### src/rtl/fifo_pkg.sv
// fifo_pkg: shared constants for the tt_um_fifo_reader tile.
//   - Pin indices into uio_in (strobes) and uio_out (status flags).
//   - Output-enable mask for the bidirectional pins.
//   - Default FIFO depth and fixed data width.
//   - pack_status(): assembles the uio_out status byte from the flag registers.
package fifo_pkg;

  localparam int DEPTH_DEFAULT = 8;
  localparam int DATA_WIDTH    = 8;

  // uio_in strobe positions
  localparam int WR_EN_BIT = 0;
  localparam int RD_EN_BIT = 1;

  // uio_out status positions
  localparam int FULL_BIT  = 2;
  localparam int EMPTY_BIT = 3;
  localparam int OVF_BIT   = 4;
  localparam int UNF_BIT   = 5;
  localparam int VALID_BIT = 6;

  // Only the status pins are driven outward.
  localparam logic [7:0] UIO_OE_MASK = 8'b0111_1100;

  // Unused status positions ([1:0], [7]) stay 0.
  function automatic logic [7:0] pack_status(
    input logic full,
    input logic empty,
    input logic ovf,
    input logic unf,
    input logic valid
  );
    logic [7:0] s;
    s            = 8'h00;
    s[FULL_BIT]  = full;
    s[EMPTY_BIT] = empty;
    s[OVF_BIT]   = ovf;
    s[UNF_BIT]   = unf;
    s[VALID_BIT] = valid;
    return s;
  endfunction

endpackage

### src/rtl/fifo_mem.sv
// fifo_mem: DEPTH x WIDTH register file backing the FIFO.
//   clk    in   write clock
//   we     in   write enable (one entry written per rising edge)
//   waddr  in   write address
//   wdata  in   write data
//   raddr  in   read address
//   rdata  out  read data, combinational from raddr
// No reset: stale contents are masked by the FIFO's occupancy count.
module fifo_mem #(
  parameter int DEPTH  = 8,
  parameter int WIDTH  = 8,
  parameter int ADDR_W = $clog2(DEPTH)
) (
  input  logic              clk,
  input  logic              we,
  input  logic [ADDR_W-1:0] waddr,
  input  logic [WIDTH-1:0]  wdata,
  input  logic [ADDR_W-1:0] raddr,
  output logic [WIDTH-1:0]  rdata
);

  logic [WIDTH-1:0] mem_reg [DEPTH];

  always_ff @(posedge clk) begin
    if (we) begin
      mem_reg[waddr] <= wdata;
    end
  end

  // Asynchronous read so a pop can register the head byte in the same edge.
  // On a full-FIFO push+pop, waddr == raddr: the read sees the old byte
  // because the write only lands at the edge.
  assign rdata = mem_reg[raddr];

endmodule

### src/rtl/tt_um_fifo_reader.sv
// tt_um_fifo_reader: byte FIFO tile drained through a pop handshake.
//   clk      in   single clock, rising edge
//   rst_n    in   asynchronous active-low reset
//   ena      in   design enable; low freezes all state
//   ui_in    in   write data byte
//   uio_in   in   [0] wr_en, [1] rd_en, [7:2] ignored
//   uo_out   out  last popped byte (registered)
//   uio_out  out  [2] full, [3] empty, [4] overflow, [5] underflow,
//                 [6] out_valid; other bits 0
//   uio_oe   out  constant output-enable mask 8'b0111_1100
// All outputs come straight from registers; no combinational path from inputs.
module tt_um_fifo_reader
  import fifo_pkg::*;
#(
  parameter int DEPTH = DEPTH_DEFAULT
) (
  input  logic       clk,
  input  logic       rst_n,
  input  logic       ena,
  input  logic [7:0] ui_in,
  input  logic [7:0] uio_in,
  output logic [7:0] uo_out,
  output logic [7:0] uio_out,
  output logic [7:0] uio_oe
);

  localparam int PTR_W = $clog2(DEPTH);
  localparam int CNT_W = PTR_W + 1;

  logic [PTR_W-1:0]      wr_ptr_reg;
  logic [PTR_W-1:0]      rd_ptr_reg;
  logic [CNT_W-1:0]      count_reg;
  logic [CNT_W-1:0]      count_next;
  logic                  full_reg;
  logic                  empty_reg;
  logic                  ovf_reg;
  logic                  unf_reg;
  logic                  out_valid_reg;
  logic [DATA_WIDTH-1:0] uo_out_reg;
  logic [DATA_WIDTH-1:0] rd_data;

  logic wr;
  logic rd;
  logic push;
  logic pop;
  logic ovf_set;
  logic unf_set;

  // Upper strobe pins carry no function.
  logic unused_ok;
  assign unused_ok = &{1'b0, uio_in[7:2]};

  assign wr = ena & uio_in[WR_EN_BIT];
  assign rd = ena & uio_in[RD_EN_BIT];

  // A full FIFO still accepts a write when a pop frees the head slot in the
  // same cycle. An empty FIFO never pops, even if a write arrives alongside.
  assign push    = wr & (~full_reg | rd);
  assign pop     = rd & ~empty_reg;
  assign ovf_set = wr & full_reg & ~rd;
  assign unf_set = rd & empty_reg;

  always_comb begin
    count_next = count_reg;
    case ({push, pop})
      2'b10:   count_next = count_reg + CNT_W'(1);
      2'b01:   count_next = count_reg - CNT_W'(1);
      default: count_next = count_reg;
    endcase
  end

  fifo_mem #(
    .DEPTH (DEPTH),
    .WIDTH (DATA_WIDTH)
  ) u_mem (
    .clk   (clk),
    .we    (push),
    .waddr (wr_ptr_reg),
    .wdata (ui_in),
    .raddr (rd_ptr_reg),
    .rdata (rd_data)
  );

  always_ff @(posedge clk or negedge rst_n) begin
    if (!rst_n) begin
      wr_ptr_reg    <= '0;
      rd_ptr_reg    <= '0;
      count_reg     <= '0;
      full_reg      <= 1'b0;
      empty_reg     <= 1'b1;
      ovf_reg       <= 1'b0;
      unf_reg       <= 1'b0;
      out_valid_reg <= 1'b0;
      uo_out_reg    <= '0;
    end else begin
      if (push) begin
        wr_ptr_reg <= wr_ptr_reg + PTR_W'(1);
      end
      if (pop) begin
        rd_ptr_reg <= rd_ptr_reg + PTR_W'(1);
        uo_out_reg <= rd_data;
      end
      count_reg <= count_next;
      // Flags follow the new count so they change on the same edge.
      full_reg  <= (count_next == CNT_W'(DEPTH));
      empty_reg <= (count_next == '0);
      if (ovf_set) begin
        ovf_reg <= 1'b1;
      end
      if (unf_set) begin
        unf_reg <= 1'b1;
      end
      // pop is already gated by ena, so this drops to 0 while disabled.
      out_valid_reg <= pop;
    end
  end

  assign uo_out  = uo_out_reg;
  assign uio_out = pack_status(full_reg, empty_reg, ovf_reg, unf_reg, out_valid_reg);
  assign uio_oe  = UIO_OE_MASK;

endmodule

### config.mk
export PLATFORM = sky130hd
export DESIGN_NAME = tt_um_fifo_reader
export DESIGN_NICKNAME = d
export VERILOG_FILES = /design/src/rtl/fifo_pkg.sv /design/src/rtl/fifo_mem.sv /design/src/rtl/tt_um_fifo_reader.sv
export SDC_FILE = /design/constraint.sdc
export NUM_CORES = 1
export LEC_CHECK = 0
export ABC_AREA = 1
export CORE_MARGIN = 3
export CORE_UTILIZATION = 41
export DETAILED_ROUTE_END_ITERATION = 6
export GPL_TIMING_DRIVEN = 0
export PLACE_DENSITY = 0.7
export SETUP_SLACK_MARGIN = 0.2
export SYNTH_ARGS = -nofsm -noshare
export SYNTH_HDL_FRONTEND = slang
export SYNTH_SLANG_ARGS = --single-unit
### constraint.sdc
create_clock -name clk -period 2.3 [get_ports clk]
set_input_delay 0.23 -clock clk [delete_from_list [all_inputs] [get_ports clk]]
set_output_delay 0.23 -clock clk [all_outputs]
set_load 0.05 [all_outputs]
### Word level (Yosys, flattened, before mapping)

Memory sizes are Yosys's and may differ from the RTL's. A register that Yosys moved wholly into a read port is not among the register bits.
Cells that the tools add are included.

| storage, ports and cells | value |
|---|---|
| register bits after elaboration | 15 |
| bits in latches | 0 |
| memory bits (writable) | 64 |
| memory bits (read-only) | 0 |
| bits of input ports | 19 |
| output and inout bits | 24 |
| word-level logic and storage cells | 32 |
| memories | 1 |

| cells by class | value |
|---|---|
| $add $sub $neg | 4 |
| multiply operators | 0 |
| div/mod/pow operators | 0 |
| $lt $le $gt $ge | 0 |
| equality and inequality tests | 3 |
| shift-type cells | 0 |
| muxes and demuxes | 3 |
| bitwise operators | 11 |
| reduce and logical (&&, ||, !) cells | 2 |

Memory list:

| memory | depth | width | read ports | clocked after Yosys merged registers in | wr ports | RTL line | text |
|---|---|---|---|---|---|---|---|
| u_mem.mem_reg | 8 | 8 | 1 | 1 | 1 | fifo_mem.sv:22 | `logic [WIDTH-1:0] mem_reg [DEPTH];` |

Operators by type and width:

| operator | number |
|---|---|
| $pmux 4 s2 | 1 |
| $and 1x1->1 | 7 |
| $add 3x1->3 const B | 2 |
| $add 4x1->4 const B | 1 |
| $eq 4x4->1 const B | 1 |
| $logic_not 4->1 | 1 |
| $sub 4x1->4 const B | 1 |
| $not 1->1 | 3 |
| $eq 2x1->1 const B | 1 |
| $eq 2x2->1 const B | 1 |
| $mux 1 | 2 |
| $logic_not 1->1 | 1 |
| $or 1x1->1 | 1 |

### Logic depth before layout (Yosys ltp)

| depth | value |
|---|---|
| depth after elaboration | 6 |
| depth in mapped cells | 12 |

### Cells and area by module

From an unflattened synthesis, not the netlist that was laid out.

| second synthesis, totals | value |
|---|---|
| cells, all modules | 425 |
| area total of the unflattened synthesis | 4071.4 um^2 |

By module, submodules not included:

| module | times used | cells each | area an instance (um^2) | seq. area each (um^2) |
|---|---|---|---|---|
| fifo_mem | 1 | 295 | 2890.3 | 1921.8 |
| tt_um_fifo_reader | 1 | 130 | 1181.1 | 576.8 |

### Worst setup path after synthesis

OpenSTA, ideal clock, no wires.

| path | value |
|---|---|
| path type | register -> register |
| start point | register full_reg |
| end point | memory u_mem.mem_reg[4][0], enable pin |
| arrival time | 1302 ps |
| data required time | 1930 ps |
| setup slack | 628 ps |
| stages on the path, launching flop included | 5 |
| path buffers | 0 |
| period minus slack after synthesis | 1672 ps |
| cell sequence | dfrtp_1 a21oi_2 inv_1 or2_1 nor2_1 |

| on the way | value |
|---|---|
| cells in the longest elaborated chain, start to end | 5 |

RTL lines:

| item | RTL line | text |
|---|---|---|
| from (decl) | tt_um_fifo_reader.sv:34 | `logic full_reg;` |
| from (signal assigned) | tt_um_fifo_reader.sv:105 | `full_reg <= (count_next == CNT_W'(DEPTH));` |
| $not 1->1 | tt_um_fifo_reader.sv:58 | `assign push = wr & (~full_reg \| rd);` |
| $or 1x1->1 | tt_um_fifo_reader.sv:58 |  |
| $and 1x1->1 | tt_um_fifo_reader.sv:58 |  |
| $mux 1 | fifo_mem.sv:25 | `if (we) begin` |
| $mux 1 (not written as such) | fifo_mem.sv:26 | `mem_reg[waddr] <= wdata;` |
| to (decl) | fifo_mem.sv:22 |  |

Every way passes these cells.

### Worst setup path in the final report

| path | value |
|---|---|
| start point | register full_reg |
| end point | output port uio_out[2] |

RTL lines:

| item | RTL line | text |
|---|---|---|
| to (decl) | tt_um_fifo_reader.sv:23 | `output logic [7:0] uio_out,` |

No word-level cell between the ends.

==> summary.md <==
| Metric | Value |
|---|---|
| Outcome | `finished, final reports clean` |
| # diodes | `0` |
| Maxcap violations | `0` |
| CP max FO | `3` |
| Syn. warnings | `0` |
| Slew Viols, Final | `0` |
| Setup ws final | `381.7 ps` |
| Worst Setup SP | `full_reg$_DFF_PN0_` |
| CTS root buf | `clkbuf_8` |
| GPL Wtd Cong | `0.8187` |
| Placed Instance Area | `4046 sq um` |
| Reg clk slew, reported paths | `80 ps` |
| #FFs+latches synth | `87` |
| CP Class | `reg2out` |
| 1st-iter DRT viols | `186` |
| Synth Cell Area | `3631 sq um` |
| Critical Path Sink Type | `output port` |
| Die Y | `100.1 um` |
| Pleak | `1.597 nW` |
| Worst EP required | `2070 ps` |
| Syn avg cell area | `12.10 sq um` |
| Worst-skew pair later-pin latency | `360 ps` |
| Global-route wire length before repair | `11800 um` |
| Final Cycle Share | `83.41%` |
| Total gr overflow | `0` |
| CTS tree | `yes` |
| CTS Buf Count | `9` |
| R2R Path Start | `rd_ptr_reg[1]$_DFFE_PN0P_` |
| Final Cell Area | `4268 sq um` |
| Final min period | `1918 ps` |
| Avg Vias per Cell | `5.297` |
| Pin slew with the least headroom to its limit | `1010 ps` |
| I/O Buffers | `25` |
| # DRC | `0` |
| CP Launch Type | `register` |
| Total iterations of the first detailed-routing run | `4` |
| Area of the multi-input gates | `972.2 sq um` |
| Max-slew headroom | `32.47%` |
| Tot GR Track Use | `15.46%` |
| Largest net degree at the start of global routing | `24` |
| Setup tns final | `0 ps` |
| Core Area | `8423 sq um` |
| Routed Antenna Nets | `0` |
| Unrepaired setup endpoints after global routing | `no` |
| Hold WC Path Type | `in2async` |
| WL final | `7234 um` |
| Clk_skew | `8.795 ps` |
| Hold Vio Cnt, Final | `0` |
| Seq/Total Area, Yosys | `68.81%` |
| Top cells by area, synth | `edfxtp_1, dfrtp_1, nor2_1` |
| Critical Path AT | `1690 ps` |
| Initial Util | `43.11%` |
| Post-cts sizing count | `2` |
| DIE AREA | `10020 sq um` |
| CTS Buffer Depth | `2` |
| Synth top area share | `52.93%` |
| Hold_buf cts | `0` |
| # clock sinks | `87` |
| Leading area contributor after synthesis | `edfxtp_1` |
| Initial antenna violation count | `0` |
| Filler Cell Count | `746` |
| Max FFs per register | `64` |
| Dpl hpwl | `4733 um` |
| Final setup violating endpoints | `0` |
| Worst hold margin | `427.9 ps` |
| H-Tree Depth | `3` |
| Fmax | `521.3 MHz` |
| Layout cells sized above 1 | `14.29%` |
| Max VDD drop | `0.3683 mV` |
| DR WL/cell | `15.90 um` |
| Row Count | `33` |
| Overall via count from detail_route | `2410` |
| Nets | `368` |
| R2r setup slk | `480 ps` |
| Total power | `5.210 mW` |
| Die width | `100.1 um` |
| Layout area overhead | `17.54%` |
| I/O pins | `43` |
| Vias in the first global route | `2331` |
| Flip-flop and latch area | `2499 sq um` |
| Cell variety after synth | `32` |
| Dpl ws | `-240.1 ps` |
| PD cells | `1221 nW/um^2` |
| Setup bufs post-CTS | `0` |
| Post-synthesis cell count | `300` |
-- layout by cell type (no fill, tap or decap), types with 2 or more instances in the layout --
master,instances
edfxtp_1,64
o22ai_1,8
xor2_1,4
nand2_1,39
nand4_1,2
ha_1,4
buf_4,16
nand3_2,2
inv_6,3
dfrtp_1,22
nand2_2,4
o21ai_0,29
o221ai_1,8
clkbuf_1,10
o211ai_1,8
inv_1,12
conb_1,11
nor2_1,40
clkdlybuf4s50_1,24
o21ai_1,6
nor2_2,5
nand3_1,3
clkbuf_8,10
o21ai_2,2
-- path summary, 6_finish.rpt --
kind | endpoint | cells past startpoint
setup / recovery | uio_out[2] | 2
hold / removal | unf_reg$_DFFE_PN0P_ | 1
setup reg to reg | uo_out[2]$_DFFE_PN0P_ | 6
hold reg to reg | unf_reg$_DFFE_PN0P_ | 1
max in group asynchronous | uo_out[7]$_DFFE_PN0P_ | 1
min in group clk | unf_reg$_DFFE_PN0P_ | 1
-- Yosys cell counts (all sizes together) --
master   n
a21oi    2
a31o     1
buf     17
clkbuf   9
clkinv   1
conb     2
dfrtp   22
dfstp    1
edfxtp  64
ha       4
inv     13
nand2   43
nand3    5
nand4    2
nor2    46
o211ai   8
o21ai   37
o21bai   1
o221ai   8
o22ai    8
or2      1
xnor2    1
xor2     4
-- final cells by class --
type                       instances  area share [%]
sequential                        87           58.55
clock inverter                     5           1.495
multi-input combinational        182           22.78
buffer                            26           3.723
clock buffer                      11           3.313
tap                              105           3.078
timing repair buffer              25           5.834
inverter                          14           1.231
-- per-layer routing --
metal  GRT usage, %  up-vias  share of wire, %
met5              0        -                 0
met4          6.736        0               1.9
met3          3.892       15               7.5
met2          24.11      129                46
met1          20.63     1142                45
li1               -     1124                 -
-- worst max-delay path, stage by stage (launching register included) --
cell and delay [ps]:
dfrtp_1 420, buf_4 130, clkdlybuf4s50_1 780
-- stage by stage --
step	cells	util (%)
6_report	455	50.67
5_1_grt	455	50.67
4_1_cts	455	50.49
3_5_place_dp	439	48.04
3_3_place_gp	439	48.04
2_1_floorplan	309	-
-- report_power, final --
part | switching, mW | leakage (nW) | internal, mW | total, mW
registers | 0.181 | 0.856 | 1.96 | 2.14
logic | 1.34 | 0.640 | 0.632 | 1.98
clock network | 0.551 | 0.101 | 0.544 | 1.10
total | 2.08 | 1.60 | 3.13 | 5.21
-- logic make-up after synthesis --
| kind of cell | share of synthesized area (%) |
|---|---|
| XOR/XNOR | 1.206 |
| AND/OR/NAND/NOR | 11.47 |
| flip-flops | 68.81 |
| buffers and inverters | 5.823 |
| AO/OA/AOI/OAI | 11.10 |
| other | 0.2068 |
| adder cells (fa/ha/maj) | 1.378 |
Note: power is estimated with default switching activity, not from simulation.
